**config.mk**
```make
export PLATFORM = sky130hd
export DESIGN_NAME = int_ctrl
export DESIGN_NICKNAME = d
export VERILOG_FILES = /design/src/rtl/int_ctrl.sv
export SDC_FILE = /design/constraint.sdc
export NUM_CORES = 1
export LEC_CHECK = 0
export CAP_MARGIN = 20
export CORE_ASPECT_RATIO = 1.75
export CORE_UTILIZATION = 41
export DETAILED_ROUTE_END_ITERATION = 12
export MAX_ROUTING_LAYER = met4
export PLACE_DENSITY = 0.86
export SETUP_SLACK_MARGIN = 0.05
export SLEW_MARGIN = 25
export SYNTH_ARGS = -nofsm -noshare
export SYNTH_HDL_FRONTEND = slang
export SYNTH_SLANG_ARGS = --single-unit
export TNS_END_PERCENT = 10
```
**constraint.sdc**
```tcl
create_clock -name clk -period 3.4 [get_ports clk]
set_input_delay 0.34 -clock clk [delete_from_list [all_inputs] [get_ports clk]]
set_output_delay 0.34 -clock clk [all_outputs]
set_load 0.05 [all_outputs]
```
**src/rtl/int_ctrl.sv**
```systemverilog
// Memory-mapped interrupt controller feeding CP0 HWInt: synchronises the request lines,
// latches them level/edge pending, masks them, and pulses ext_ack on ACK register writes.
module int_ctrl #(
    parameter logic [31:0] BASE_ADDR = 32'h0000_7F20,
    parameter int unsigned NSRC      = 6
) (
    input  logic             clk,
    input  logic             reset,
    input  logic [NSRC-1:0]  irq_src,
    input  logic [31:0]      addr,
    input  logic [31:0]      wdata,
    input  logic [3:0]       byteen,
    output logic [31:0]      rdata,
    output logic             hit,
    output logic [NSRC-1:0]  hwint,
    output logic             ext_ack
);

    localparam int unsigned IDX_W = 5;
    localparam int unsigned PAD_W = 32 - 1 - IDX_W;

    localparam logic [1:0] OFF_PEND = 2'd0;
    localparam logic [1:0] OFF_MASK = 2'd1;
    localparam logic [1:0] OFF_MODE = 2'd2;
    localparam logic [1:0] OFF_ID   = 2'd3;

    logic [NSRC-1:0]  r_s1;
    logic [NSRC-1:0]  r_s2;
    logic [NSRC-1:0]  r_s3;
    logic [NSRC-1:0]  r_pend;
    logic [NSRC-1:0]  r_mask;
    logic [NSRC-1:0]  r_mode;

    logic [1:0]       w_off;
    logic             w_wr_any;
    logic             w_wr_b0;
    logic             w_ack_wr;
    logic [NSRC-1:0]  w_clr;
    logic [NSRC-1:0]  w_rise;
    logic [NSRC-1:0]  w_pend_nxt;
    logic [NSRC-1:0]  w_pm;
    logic             w_id_valid;
    logic [IDX_W-1:0] w_id_idx;
    logic             w_unused;

    assign hit      = (addr & 32'hFFFF_FFF0) == BASE_ADDR;
    assign w_off    = addr[3:2];
    assign w_wr_any = hit && (byteen != 4'b0000);
    assign w_wr_b0  = hit && byteen[0];
    assign w_ack_wr = w_wr_any && (w_off == OFF_PEND);
    assign w_clr    = (w_wr_b0 && (w_off == OFF_PEND)) ? wdata[NSRC-1:0] : '0;
    assign w_unused = &{1'b0, wdata[31:NSRC], addr[1:0]};

    // Two-flop synchroniser plus a history flop for rising-edge detection
    always_ff @(posedge clk or negedge reset) begin
        if (!reset) begin
            r_s1 <= '0;
            r_s2 <= '0;
            r_s3 <= '0;
        end else begin
            r_s1 <= irq_src;
            r_s2 <= r_s1;
            r_s3 <= r_s2;
        end
    end

    assign w_rise = r_s2 & ~r_s3;

    // Edge sources hold until W1C (a same-cycle set wins); level sources follow the line
    assign w_pend_nxt = (r_mode & (w_rise | (r_pend & ~w_clr))) | (~r_mode & r_s2);

    always_ff @(posedge clk or negedge reset) begin
        if (!reset) begin
            r_pend  <= '0;
            r_mask  <= '0;
            r_mode  <= '0;
            hwint   <= '0;
            ext_ack <= 1'b0;
        end else begin
            r_pend  <= w_pend_nxt;
            hwint   <= r_pend & r_mask;
            ext_ack <= w_ack_wr;
            if (w_wr_b0 && (w_off == OFF_MASK)) begin
                r_mask <= wdata[NSRC-1:0];
            end
            if (w_wr_b0 && (w_off == OFF_MODE)) begin
                r_mode <= wdata[NSRC-1:0];
            end
        end
    end

    assign w_pm = r_pend & r_mask;

    // Lowest-numbered active source wins, so scan from the top and let lower bits overwrite
    always_comb begin
        w_id_valid = 1'b0;
        w_id_idx   = '0;
        for (int i = NSRC - 1; i >= 0; i--) begin
            if (w_pm[i]) begin
                w_id_valid = 1'b1;
                w_id_idx   = IDX_W'(i);
            end
        end
    end

    always_comb begin
        rdata = '0;
        if (hit) begin
            case (w_off)
                OFF_PEND: rdata = 32'(r_pend);
                OFF_MASK: rdata = 32'(r_mask);
                OFF_MODE: rdata = 32'(r_mode);
                OFF_ID:   rdata = {w_id_valid, {PAD_W{1'b0}}, w_id_idx};
                default:  rdata = '0;
            endcase
        end
    end

endmodule

```
======== Word-level counts from Yosys, hierarchy flattened ========
Index checks and enable logic that the tools add are counted.
word-level totals
  bits of input ports ..................... 76
  output and inout bits ................... 40
  word-level logic and storage cells ...... 45
  flip-flop bits (word level) ............. 43
cells by class
  equal/unequal tests ..................... 4
  bitwise gates (word level) .............. 10
  reduce and logical (&&, ||, !) cells .... 8
  mux-type cells .......................... 15
operator list
  cell                  count
  $pmux 32 s4           1
  $mux 32               1
  $and 6x6->6           5
  $eq 28x11->1 const B  1
  $mux 5                5
  $not 6->6             3
  $or 6x6->6            2
  $logic_and 1x1->1     6
  $mux 1                6
  $mux 6                1
  $eq 2x2->1 const B    2
  $reduce_bool 4->1     1
  $mux 3                1
  $eq 2x1->1 const B    1
  $logic_not 2->1       1

======== Depth between registers and ports, before layout ========
Gate-level depths: netlist (run 1).
  depth after elaboration ................. 9
  depth in mapped cells ................... 6

======== Worst setup path after synthesis (run 1) ========
No wires, ideal clock.
  path kind ............................... input -> output
  start ................................... in addr[19]
  end ..................................... out rdata[1]
  slack ................................... 0.545 ns
  data arrival time ....................... 2.515 ns
  cell stages on the path ................. 5
  cells stage by stage .................... nor4_1 -> nand3_1 -> or2_2 -> buf_2 -> a311oi_1
on the way
  longest elaborated chain between the ends .. 2
RTL lines
  item                line  RTL
  start: declaration  10    input logic [31:0] addr,
  $eq 28x11->1        46    assign hit = (addr & 32'hFFFF_FFF0) == BASE_ADDR;
  $mux 32             108   if (hit) begin
  end: declaration    13    output logic [31:0] rdata,
No other way between the ends.

======== Worst setup path in the final report (run 1) ========
  start ................................... in addr[17]
  end ..................................... out hit
on the way
  longest elaborated chain between the ends .. 1
RTL lines
  item              line  RTL
  $eq 28x11->1      46
  end: declaration  14    output logic hit,
No other way between the ends.

==> results.cfg, run 1 <==
[global_routing]
top_usage_layer = met2
globalRouteOverflowTotal = 0
use_met1_pct = 16.4
gr-usage-met3_pct = 4.37
groute.layer.met2.usage_pct = 29.6
maximum_number_of_pins_on_one_net_before_global_route_repair = 44
antenna_violations_before_repair = 0
grt_pass1_vias = 1378
grt_pass1_wl_microns = 5980
grt.total_usage_pct = 17.4

[floorplanning]
initial_util_pct = 42.8
die_w_microns = 54.8
die_height_microns = 94.3
placement_rows = 33
io_pins = 116
die_area_sq_um = 5160
fp.coreArea_sq_um = 4670

[timing]
layout_min_cycle_time_ns = 3.01
clock_skew_ns = 0.00793
min_period_over_period_pct = 88.6
timing.setup.tns_ns = 0
final-hold-violation-count = 0
timing.final.setup_violations = 0
grt_setup_unrepaired = no
clock.fmax_mhz = 332
max_slew_headroom_pct = 58.3
final_max_slew_viol_count = 0
worst-slew-pin-transition_ns = 0.624
setup_ws_ns = 0.389

[clocking]
post_cts_resized = 0
numClockSinks = 43
clk_transition_reported_paths_ns = 0.08
clk_root_buffer_cell = clkbuf_8
cts_inserted_buffers = 5
cts-root-to-sink-buffers = 2
cts_tree = done
cts.hold.buffers_added = 0
clk-insertion-delay-late_ns = 0.29
ctsHtreeMaxLevel = 2
cts_post_setup_buffers_inserted = 0

[logic_synthesis]
post_synthesis_cell_count = 174
yosysWarningCount = 0
synth.cell_area_sq_um = 2000
yosys.area_share.simple_pct = 18.2
post_synth_fa_ha_maj_area_fraction_pct = 0
yosysUniqueCellTypes = 33
seq_area_frac_synth_pct = 53.9
synth_area_per_cell_sq_um = 11.5
synth_top_family_by_area = simple AND/OR/NAND/NOR gates
ys_seq_elements = 43
ys_async_sr_fraction_pct = 100
synth-compound-area-share_pct = 8.52
synth-edff-count = 0
synth_top_flop_cell = dfrtp_1
synth.area.mux_share_pct = 8.27
xor_and_xnor_area_share_after_synthesis_pct = 0

[placed_design]
place_ws_ns = 0.355
number_of_i_o_port_buffers = 62
dp_hpwl_microns = 3050
place.gp.congestion = 0.834

[finish]
seqCellArea_sq_um = 1080
multiInputGateArea_sq_um = 792
layout.filler_cells = 364
antennaDiodeCount = 0
layout-area-overhead-vs-synth_pct = 34.5
drive_above_1_share_pct = 15.3
number_of_nets_in_the_layout = 317

[worst_setup_path]
r2r_setup_slack_ns = 2.59
required_ns = 3.06
critical_path.endpoint_type = output port
start_kind = primary input
critical_path_peak_fanout = 8
r2r-start = r_mode[3]
reg2reg_depth = 3
reg_to_reg_critical_path_endpoint = r_pend[3]
critical_path_arrival_ns = 2.67
critPathKind = in2out

[detailed_routing]
drt_pre_antenna_iters = 4
post-route-drc-count = 0
routed_wl_microns = 3960
via_count = 1458
routed_wire_length_per_instance_microns = 13.5
avgViaCountPerCell = 4.96
detail_route.iter0.violations = 23
drtAntennaViolNets = 0

[pwr]
power_leakage_nw = 1.27
worst_ir_drop_vdd_uv = 298
totalPowerFinal_mw = 1.09
power.density_nw_per_um2 = 405

[outcome]
outcome = complete, no violations

[run]
drv_cap = 0

[hold_path]
min-delay-path-class = in2async
-- critical path, stage by stage --
cell and delay (ns):
clkdlybuf4s50_1 0.45, nor4b_4 0.31, nand4_2 0.23, or2_2 0.44, inv_1 0.10, clkdlybuf4s50_1 0.80
-- report_power, final --
part / internal, mW / switching [mW] / total (mW)
logic: 0.0592 / 0.0943 / 0.154
clock network: 0.238 / 0.164 / 0.401
registers: 0.525 / 0.00693 / 0.532
-- cells by family after synthesis --
| logic type | count (synthesis) |
|---|---|
| other | 1 |
| buffers and inverters | 33 |
| AO/OA/AOI/OAI | 25 |
| multiplexers | 15 |
| AND/OR/NAND/NOR | 57 |
| flip-flops | 43 |
-- metrics by stage --
step,instances,instance area (sq um),util [%],hold WS (ns)
2_1_floorplan,198,2090,-,0.0444
3_3_place_gp,286,2560,55.0,0.331
3_5_place_dp,286,2560,55.0,0.335
4_1_cts,294,2680,57.5,0.219
5_1_grt,294,2690,57.5,0.0562
6_report,294,2690,57.5,0.0223
-- state kept, by name, summed over array words and instances (netlist names) --
| register | count |
|---|---|
| r_s3 | 6 |
| ext_ack | 1 |
| r_s2 | 6 |
| hwint | 6 |
| r_mode | 6 |
| r_s1 | 6 |
| r_pend | 6 |
| r_mask | 6 |
-- layout make-up --
class / count / area share [%]
flip-flops and latches: 43 / 40.1
multi-input cells: 122 / 29.5
repair buffers: 64 / 22.9
clock buffers: 6 / 3.08
well taps: 52 / 2.42
clock inverters: 2 / 1.30
inverters: 5 / 0.699
-- cell usage after synthesis (all sizes together), types with 2 or more instances --
| cell type | count | area (sq um) |
|---|---|---|
| a31oi | 7 | 43.8 |
| and4bb | 2 | 25.0 |
| a21oi | 5 | 25.0 |
| a22oi | 6 | 45.0 |
| nand2b | 4 | 25.0 |
| clkbuf | 2 | 7.51 |
| dfrtp | 43 | 1080 |
| inv | 5 | 18.8 |
| buf | 26 | 193 |
| nor3 | 4 | 20.0 |
| nand2 | 17 | 63.8 |
| a211oi | 2 | 15.0 |
| mux2i | 3 | 30.0 |
| or3 | 2 | 12.5 |
| and2 | 4 | 25.0 |
| nor2 | 7 | 26.3 |
| nor4 | 6 | 52.6 |
| mux2 | 12 | 135 |
| nor4b | 2 | 47.6 |
| nor2b | 4 | 25.0 |
-- metal layers --
layer / part of all wire [%] / wire length [microns]
met5: 0 / 0
met4: 3.0 / 119
met3: 9.5 / 377
met2: 53 / 2080
met1: 35 / 1380
-- cell usage in the layout (no fill, tap or decap), drive strengths merged, types with 4 or more instances in the layout --
cell and n:
a31oi 7, nand2 17, clkbuf 6, clkdlybuf4s50 54
nor3 4, a21oi 5, buf 10, mux2 12
dfrtp 43, and2 4, nand2b 4, inv 5
a22oi 6, nor4 6, nor2 7, conb 25
nor2b 4
-- worst max-delay path by stage --
stage	startpoint	endpoint	slack (ns)
after global routing	addr[17]	hit	0.27
after global placement	addr[17]	hit	0.38
after detailed placement	addr[17]	hit	0.35
after floorplan	addr[19]	rdata[1]	0.55
final	addr[17]	hit	0.39
after CTS	addr[17]	hit	0.36
No activity file was read; power rests on OpenSTA's default activity.
==> inputs of run 2 (changes only) <==
Settings changed: RECOVER_POWER from default to 25.
==> run 2 against run 1 <==
Compared with the run above: the flow now finishes with violations (capacitance limit, slew limit); global-route usage stayed put; sequential power about the same; setup slack did not move.
==> results.cfg, run 2 (synthesis results as in run 1) <==
[pwr]
power_leakage_nw = 1.26
power.density_nw_per_um2 = 405
totalPowerFinal_mw = 1.09
worst_ir_drop_vdd_uv = 298

[detailed_routing]
post-route-drc-count = 0
drtAntennaViolNets = 0
avgViaCountPerCell = 4.96
routed_wl_microns = 3960
routed_wire_length_per_instance_microns = 13.5
detail_route.iter0.violations = 23
drt_pre_antenna_iters = 4
via_count = 1458

[clocking]
clk_root_buffer_cell = clkbuf_8
cts-root-to-sink-buffers = 2
post_cts_resized = 0
cts.hold.buffers_added = 0
numClockSinks = 43
cts_post_setup_buffers_inserted = 0
cts_inserted_buffers = 5
clk_transition_reported_paths_ns = 0.07
ctsHtreeMaxLevel = 2
cts_tree = done
clk-insertion-delay-late_ns = 0.29

[floorplanning]
die_area_sq_um = 5160
placement_rows = 33
die_height_microns = 94.3
io_pins = 116
die_w_microns = 54.8
fp.coreArea_sq_um = 4670
initial_util_pct = 42.8

[worst_setup_path]
critPathKind = in2out
critical_path_arrival_ns = 2.67
critical_path.endpoint_type = output port
critPathMostFrequentCell = clkdlybuf4s50_1
critPathMaxStageDelay_ns = 0.80
critical_path_peak_fanout = 8
path_cells = clkdlybuf4s50_1 > nor4b_4 > nand4_2 > or2_2 > inv_1 > clkdlybuf4s50_1
start_kind = primary input
path_delay_family = buffers and inverters
cp_slowest_cell = clkdlybuf4s50_1
path_buf_inv = 3
required_ns = 3.06

[finish]
post_layout_nonfiller_instances = 294
layout-area-overhead-vs-synth_pct = 34.3
antennaDiodeCount = 0
final_cell_mix = clkdlybuf4s50_1 (54), dfrtp_1 (43), conb_1 (25)
drive_above_1_share_pct = 14.9
layout.filler_cells = 364
number_of_nets_in_the_layout = 317
mostFrequentLayoutCell = clkdlybuf4s50_1

[timing]
min_period_over_period_pct = 88.6
final_max_slew_viol_count = 44
worst-slew-pin-transition_ns = 2.20
final-hold-violation-count = 0
max_slew_headroom_pct = -46.4
timing.final.setup_violations = 0
timing.setup.tns_ns = 0
clock_skew_ns = 0.00793
layout_min_cycle_time_ns = 3.01
grt_setup_unrepaired = no
clock.fmax_mhz = 332

[placed_design]
number_of_i_o_port_buffers = 62
dp_hpwl_microns = 3050
place.gp.congestion = 0.834
placed_cells_incl_taps = 286

[global_routing]
antenna_violations_before_repair = 0
grt_pass1_wl_microns = 5980
grt_pass1_vias = 1378
grt.total_usage_pct = 17.4
globalRouteOverflowTotal = 0
maximum_number_of_pins_on_one_net_before_global_route_repair = 44

[hold_path]
min-delay-path-class = reg2reg

[run]
drv_cap = 1

[outcome]
failed_checks = capacitance limit, slew limit
outcome = finished with violations
==> run 2: cell count changes in the layout (fill, tap and decap cells not counted) <==
| cell | change |
|---|---|
| clkbuf_1 | +1 |
| buf_4 | -1 |
==> run 2: worst register-to-register path: cells and delay by family, from the launching register on <==
family | cells | cell delay, ns
flops | 1 | 0.39
compound gates | 2 | 0.21
simple gates | 1 | 0.08
==> run 2: metal layers <==
| layer | part of all wire (%) | vias up | GRT usage, % |
|---|---|---|---|
| met5 | 0 | - | - |
| met4 | 3.0 | 0 | 10.5 |
| met3 | 9.5 | 11 | 4.37 |
| met2 | 53 | 86 | 29.6 |
| met1 | 35 | 666 | 16.4 |
| li1 | - | 695 | - |
==> run 2: power breakdown <==
group	total, mW	leakage [nW]	internal, mW	switching [mW]
sequential	0.532	0.545	0.525	0.00693
combinational	0.153	0.658	0.0587	0.0943
clock	0.401	0.0612	0.238	0.164
==> run 2: cell type report <==
class | instances | area (sq um) | share of cell area, %
Timing Repair Buffer | 64 | 612 | 22.8
Clock inverter | 2 | 35.0 | 1.31
Tap cell | 52 | 65.1 | 2.43
Clock buffer | 6 | 82.6 | 3.08
Inverter | 5 | 18.8 | 0.700
Sequential cell | 43 | 1080 | 40.1
Multi-Input combinational cell | 122 | 792 | 29.5
==> run 2: final timing paths <==
| check | depth (start not counted) | slack [ns] | end | startpoint |
|---|---|---|---|---|
| min in group asynchronous | 1 | 0.69 | r_pend[4] | reset |
| worst max-delay path | 6 | 0.39 | hit | addr[17] |
| worst min-delay path | 0 | 0.35 | r_s2[4] | r_s1[4] |
| worst max register to register | 3 | 2.59 | r_pend[3] | r_mode[3] |
| worst min register to register | 0 | 0.35 | r_s2[4] | r_s1[4] |
| max in group asynchronous | 1 | 1.45 | r_s1[0] | reset |
==> run 2: through the flow <==
stage          hold WS [ns]  cell area [sq um]  util, %  setup slack (ns)
3_3_place_gp          0.331               2560     55.0             0.381
3_5_place_dp          0.335               2560     55.0             0.355
6_report              0.350               2680     57.5             0.389
5_1_grt               0.366               2680     57.5             0.272
2_1_floorplan        0.0444               2090        -             0.545
4_1_cts               0.219               2680     57.5             0.355
